--- src/rtl/composite_sync_gen.sv ---
// rtl/composite_sync_gen.sv - NTSC-style 240p timing and composite sync generator
// Outputs are registered decodes of (h,v), one enabled cycle behind the counters.
module composite_sync_gen #(
  parameter int H_TOTAL     = 858,
  parameter int HSYNC_LEN   = 63,
  parameter int BURST_START = 72,
  parameter int BURST_LEN   = 34,
  parameter int ACT_START   = 122,
  parameter int ACT_LEN     = 720,
  parameter int V_TOTAL     = 262,
  parameter int VSYNC_START = 3,
  parameter int VSYNC_LINES = 3,
  parameter int VACT_START  = 21,
  parameter int VACT_LEN    = 240
) (
  input  logic       clk,
  input  logic       reset,
  input  logic       ce,
  output logic       sync_n,
  output logic       blank,
  output logic       burst,
  output logic       active,
  output logic [9:0] x,
  output logic [8:0] y,
  output logic       line_start,
  output logic       frame_start
);

  localparam logic [9:0] H_LAST    = 10'(H_TOTAL - 1);
  localparam logic [9:0] HS_END    = 10'(HSYNC_LEN);
  localparam logic [9:0] BROAD_END = 10'(H_TOTAL - HSYNC_LEN);
  localparam logic [9:0] B_START   = 10'(BURST_START);
  localparam logic [9:0] B_END     = 10'(BURST_START + BURST_LEN);
  localparam logic [9:0] A_START   = 10'(ACT_START);
  localparam logic [9:0] A_END     = 10'(ACT_START + ACT_LEN);
  localparam logic [8:0] V_LAST    = 9'(V_TOTAL - 1);
  localparam logic [8:0] VS_START  = 9'(VSYNC_START);
  localparam logic [8:0] VS_END    = 9'(VSYNC_START + VSYNC_LINES);
  localparam logic [8:0] VA_START  = 9'(VACT_START);
  localparam logic [8:0] VA_END    = 9'(VACT_START + VACT_LEN);

  localparam bit PARAMS_OK = (HSYNC_LEN < BURST_START) &&
                             (BURST_START + BURST_LEN <= ACT_START) &&
                             (ACT_START + ACT_LEN <= H_TOTAL) &&
                             (VACT_START + VACT_LEN <= V_TOTAL);

  logic [9:0] h;
  logic [8:0] v;

  logic       vsync_line;
  logic       sync_n_d;
  logic       burst_d;
  logic       active_d;
  logic [9:0] x_d;
  logic [8:0] y_d;

  always_comb begin
    vsync_line = (v >= VS_START) && (v < VS_END);
    // Vsync lines carry one broad pulse covering all but the last HSYNC_LEN clocks.
    sync_n_d   = vsync_line ? (h >= BROAD_END) : (h >= HS_END);
    burst_d    = !vsync_line && (h >= B_START) && (h < B_END);
    active_d   = (h >= A_START) && (h < A_END) && (v >= VA_START) && (v < VA_END);
    x_d        = active_d ? (h - A_START) : 10'd0;
    y_d        = active_d ? (v - VA_START) : 9'd0;
  end

  always_ff @(posedge clk) begin
    assert (PARAMS_OK) else $error("composite_sync_gen: unsupported timing parameter set");
    if (reset) begin
      h           <= 10'd0;
      v           <= 9'd0;
      sync_n      <= 1'b1;
      blank       <= 1'b1;
      burst       <= 1'b0;
      active      <= 1'b0;
      x           <= 10'd0;
      y           <= 9'd0;
      line_start  <= 1'b0;
      frame_start <= 1'b0;
    end else if (ce) begin
      if (h == H_LAST) begin
        h <= 10'd0;
        v <= (v == V_LAST) ? 9'd0 : v + 9'd1;
      end else begin
        h <= h + 10'd1;
      end
      sync_n      <= sync_n_d;
      blank       <= !active_d;
      burst       <= burst_d;
      active      <= active_d;
      x           <= x_d;
      y           <= y_d;
      line_start  <= (h == 10'd0);
      frame_start <= (h == 10'd0) && (v == 9'd0);
    end
  end

endmodule

--- config.mk ---
export PLATFORM = sky130hd
export DESIGN_NAME = composite_sync_gen
export DESIGN_NICKNAME = d
export VERILOG_FILES = /design/src/rtl/composite_sync_gen.sv
export SDC_FILE = /design/constraint.sdc
export NUM_CORES = 1
export LEC_CHECK = 0
export ABC_AREA = 1
export BUFFER_PORTS_ARGS = -buffer_cell sky130_fd_sc_hd__clkbuf_2
export CAP_MARGIN = 25
export CORE_MARGIN = 1.5
export CORE_UTILIZATION = 30
export CTS_CLUSTER_DIAMETER = 50
export DETAILED_ROUTE_END_ITERATION = 10
export HOLD_SLACK_MARGIN = 0.15
export PLACE_DENSITY = 0.51
export SYNTH_ARGS = -nofsm -noshare
export SYNTH_HDL_FRONTEND = slang
export SYNTH_SLANG_ARGS = --single-unit
--- constraint.sdc ---
create_clock -name clk -period 1.9 [get_ports clk]
set_input_delay 0.095 -clock clk [delete_from_list [all_inputs] [get_ports clk]]
set_output_delay 0.095 -clock clk [all_outputs]
set_load 0.02 [all_outputs]
Word level (Yosys, flattened, before mapping)
Cells that the tools add are included.
{ "word_totals": {"regBits": 44, "latch_bits": 0, "mem_bits_rw": 0, "mem_bits_ro": 0, "in_bits": 3, "output_inout_bits": 25, "wordCells": 43, "n_memories": 0} }
{ "op_classes": {"addsub": 4, "mul": 0, "n_div": 0, "order_cmp": 10, "n_eq_ne": 2, "shift": 0, "muxes": 5, "bitwise_logic": 0, "n_reduce_logical": 12} }
{ "op_table": {"columns": ["operator", "n"], "rows": [
  ["10-bit by 7-bit >= comparator with 1-bit output (second input constant)", 2],
  ["10-bit two-way mux", 2],
  ["9-bit two-way mux", 2],
  ["10-bit by 1-bit adder with 10-bit output (second input constant)", 1],
  ["10-bit equality test (second input constant)", 1],
  ["10-bit >= comparator (second input constant)", 1],
  ["10-bit by 6-bit >= comparator with 1-bit output (second input constant)", 1],
  ["10-bit logical NOT", 1],
  ["10-bit less-than comparator (second input constant)", 1],
  ["10-bit by 7-bit less-than comparator with 1-bit output (second input constant)", 1],
  ["10-bit by 7-bit subtractor with 10-bit output (second input constant)", 1],
  ["9-bit by 1-bit adder with 9-bit output (second input constant)", 1],
  ["9-bit equality test (second input constant)", 1],
  ["9-bit by 2-bit >= comparator with 1-bit output (second input constant)", 1],
  ["9-bit by 5-bit >= comparator with 1-bit output (second input constant)", 1],
  ["9-bit logical NOT", 1],
  ["9-bit by 3-bit less-than comparator with 1-bit output (second input constant)", 1],
  ["9-bit less-than comparator (second input constant)", 1],
  ["9-bit by 5-bit subtractor with 9-bit output (second input constant)", 1],
  ["1-bit logical AND", 7],
  ["1-bit logical NOT", 2],
  ["2-bit AND reduction", 1],
  ["1-bit two-way mux", 1]
]} }

Logic depth before layout (Yosys ltp)
{ "depth": {"word_depth": 5, "ltp_mapped": 12, "mapped_depth_nobuf": 11} }

Least setup slack after synthesis
No wires, ideal clock.
{ "synth_timing": {"path_type": "register to register", "start": "reg h[2]", "end": "reg y[5]", "setup_ns": 0.143, "t_arrival_ns": 1.443, "setup_slack_ns": 0.313, "path_stages_with_launch": 12, "n_path_buf": 1, "period_less_slack_ns": 1.587, "cell_sequence": "dfxtp_1 > inv_2 > ha_1 > inv_1 > nor2_1 > a21oi_1 > nand2_2 > nand2_2 > clkinv_4 > buf_12 > nand3_2 > a21oi_2"} }
{ "synth_via": {"elab_chain_cells": 5, "word_cells_on_any_way": 6} }
{ "synth_lines": {"columns": ["element", "line", "rtl"], "rows": [
  ["from (decl)", "47", "logic [9:0] h;"],
  ["from (signal assigned)", "85", "h <= h + 10'd1;"],
  ["10-bit by 7-bit >= comparator with 1-bit output or 10-bit less-than comparator (tied branches)", "62", "active_d = (h >= A_START) && (h < A_END) && (v >= VA_START) && (v < VA_END);"],
  ["1-bit logical AND * (3 in series)", "62", null],
  ["9-bit two-way mux *", "64", "y_d = active_d ? (v - VA_START) : 9'd0;"],
  ["to (signal assigned)", "92", "y <= y_d;"],
  ["to (decl)", "24", "output logic [8:0] y,"]
]} }
Every way passes the cells marked *; elsewhere a longest branch is shown, timed or not.
A chain may end at the register's enable or synchronous reset.

Worst setup path after layout
{ "layout_timing": {"start": "reg h[7]", "end": "reg frame_start"} }
{ "layout_via": {"elab_chain_cells": 2} }
{ "layout_lines": {"columns": ["element", "line", "rtl"], "rows": [
  ["10-bit logical NOT", "94", "frame_start <= (h == 10'd0) && (v == 9'd0);"],
  ["1-bit logical AND", "94", null],
  ["to (signal assigned)", "94", null],
  ["to (decl)", "26", "output logic frame_start"]
]} }
Every way passes these cells.

==> impl_metrics.json <==
{
  "power_leakage_uw": 0.00129,
  "ys_warn_count": 0,
  "antenna_found_initial": 0,
  "ys_ff_latch": 44,
  "wirelength_um": 6700,
  "critPathLaunch": "h[7]",
  "synth_nets": 384,
  "dieArea_um2": 9740,
  "grt_setup_unrepaired": "no",
  "finish.utilization": 0.353,
  "worst_pin_slew_ns": 0.548,
  "drtAntennaViolNets": 0,
  "r2r-start": "h[7]",
  "tritoncts": "built",
  "ys.flop_type": "dfxtp_1",
  "fin_crit_sh": 0.908,
  "dieHeight_um": 98.7,
  "dp_hpwl_um": 5200,
  "finalNetCount": 417,
  "tns_ns": 0,
  "clk_pin_slew_ns": 0.09,
  "grt-ovfl-total": 0,
  "slew_headroom": 0.632,
  "placed_cells": 503,
  "avgRoutedWirePerCell_um": 13.1,
  "dr_total_vias": 2423,
  "powerDensity_nw_per_um2": 545,
  "crit_type": "reg2reg",
  "arrival_ns": 1.96,
  "cp_top_family": "simple AND/OR/NAND/NOR gates",
  "setup_violations": 0,
  "final_area_um2": 3110,
  "insertion_delay_ns": 0.30,
  "io_buffers": 27,
  "io_pins": 28,
  "drive_gt1_frac": 0.281,
  "grt_pass1_wl_um": 11800,
  "core_area_um2": 8810,
  "area_growth_pct": 13.2,
  "syn_area_um2": 2750,
  "peakVddDrop_mv": 0.227,
  "hold_violations": 0,
  "cp_cell_sequence": "nor2_1 -> nand2_1 -> inv_1 -> nand2_1 -> nor3_1 -> nand4_1 -> a21oi_1",
  "synth_cell_types": 36,
  "clock_skew_ns": 0.00447,
  "required_ns": 2.14,
  "critPathMaxStageDelay_ns": 0.43,
  "rows": 34,
  "synth-edff-count": 0,
  "path_buf_inv": 1,
  "clock-sinks": 44,
  "crit_path_top_delay_cell": "nor3_1",
  "numCtsBuffers": 5,
  "cp_max_fo": 5,
  "cap_viol_max_count": 0,
  "syn_area_per_cell_um2": 7.41,
  "initial_core_util": 0.312,
  "drcViolationCount": 0,
  "fmax_mhz": 580,
  "via_per_inst": 4.72,
  "async_reset_ff_frac": 0,
  "ys_seq_area_frac": 0.321,
  "htreeDepth": 2,
  "endpoint_kind": "flip-flop",
  "drt-initial-drc-count": 106,
  "min_from": "frame_start",
  "dr.pass1.iters": 6,
  "cpMostUsedCell": "nand2_1",
  "min_path_type": "reg2reg",
  "cts_root_buffer": "clkbuf_8",
  "grtUsageTotal": 0.150,
  "routabilityCongestion": 0.943,
  "hold_ws_ns": 0.470,
  "mostFrequentLayoutCell": "nand2_1",
  "cp-start-kind": "flip-flop",
  "clock_path_buffers": 2,
  "final_cell_count_no_fill": 513,
  "placed_area_um2": 2990,
  "final_cell_mix": "nand2_1, dfxtp_1, inv_1",
  "die_w_um": 98.7,
  "fin_crit_ns": 1.72,
  "grt_max_degree": 29,
  "grt_pass1_vias": 2452,
  "antenna_cells": 0,
  "slew_viol_final": 0,
  "status": "finished clean",
  "syn_inst": 371,
  "regToRegSetupSlack_ns": 0.18
}
-- cell usage after synthesis (2+ instances only) --
library cell / count / area, um^2
dfxtp_1: 44 / 881
clkbuf_1: 5 / 18.8
nor3b_1: 2 / 15.0
nor2_2: 6 / 37.5
clkinv_1: 2 / 7.51
a211oi_1: 2 / 15.0
inv_1: 35 / 131
nor2_1: 30 / 113
buf_6: 4 / 45.0
nand2_2: 6 / 37.5
nand3_2: 21 / 210
inv_2: 6 / 22.5
xor2_1: 8 / 70.1
o21ai_0: 4 / 20.0
a21oi_2: 20 / 175
nor3_1: 9 / 45.0
buf_2: 3 / 15.0
ha_1: 10 / 125
nand3_1: 19 / 95.1
nand2_1: 92 / 345
nand4_1: 9 / 56.3
buf_12: 2 / 40.0
xnor2_1: 2 / 17.5
a21oi_1: 17 / 85.1
o21ai_2: 2 / 17.5
-- repair_timing --
action                                  CTS  global route
hold endpoints to repair                  2             0
endpoints found under the setup margin    0            11
setup buffers                             0             0
hold buffers                              2             0
resized for setup                         0             2
-- logic make-up after synthesis --
family	share of synthesized area
buffers and inverters	0.108
adders and majority gates	0.0455
xor gates and xnor gates	0.0319
and+or+nand+nor	0.371
DFF	0.321
AOI/OAI and AO/OA	0.123
-- registers in the layout (all words and copies together), names as in the netlist --
name,count
v,9
blank,1
burst,1
line_start,1
active,1
y,9
x,10
sync_n,1
h,10
frame_start,1
-- power by group --
group | switching [uW] | total (uW) | internal, uW
sequential | 10.3 | 942 | 932
clock | 346 | 643 | 296
combinational | 74.5 | 109 | 34.7
total | 431 | 1690 | 1260
-- final cells by class --
cell class,instances,area [um^2]
Sequential cell,44,882
Fill cell,947,5700
Inverter,44,170
Clock buffer,7,86.3
Timing Repair Buffer,41,258
Tap cell,108,135
Multi-Input combinational cell,268,1570
Clock inverter,1,7.51
-- final timing paths --
check	cells after the start	end
setup / recovery	7	frame_start
hold / removal	2	frame_start
setup reg to reg	7	frame_start
hold reg to reg	2	frame_start
-- metal layers --
layer  global-route usage  vias up  wire (um)
li1                     -     1261          -
met1                0.196     1107       3200
met2                0.258       49       3170
met3               0.0284        6        270
met4               0.0297        0         53
met5                    0        -          0
-- worst min-delay path, cell delays in order (launching register included) --
cell and delay (ns):
dfxtp_1 0.32, nand2_1 0.06, a21oi_1 0.05
-- stage by stage --
step,total power [uW],setup slack (ns)
2_1_floorplan,1030,0.313
3_3_place_gp,1070,0.218
5_1_grt,1780,0.00343
4_1_cts,1720,0.114
3_5_place_dp,1070,0.138
6_report,1690,0.175
Note: power is estimated with default switching activity, not from simulation.
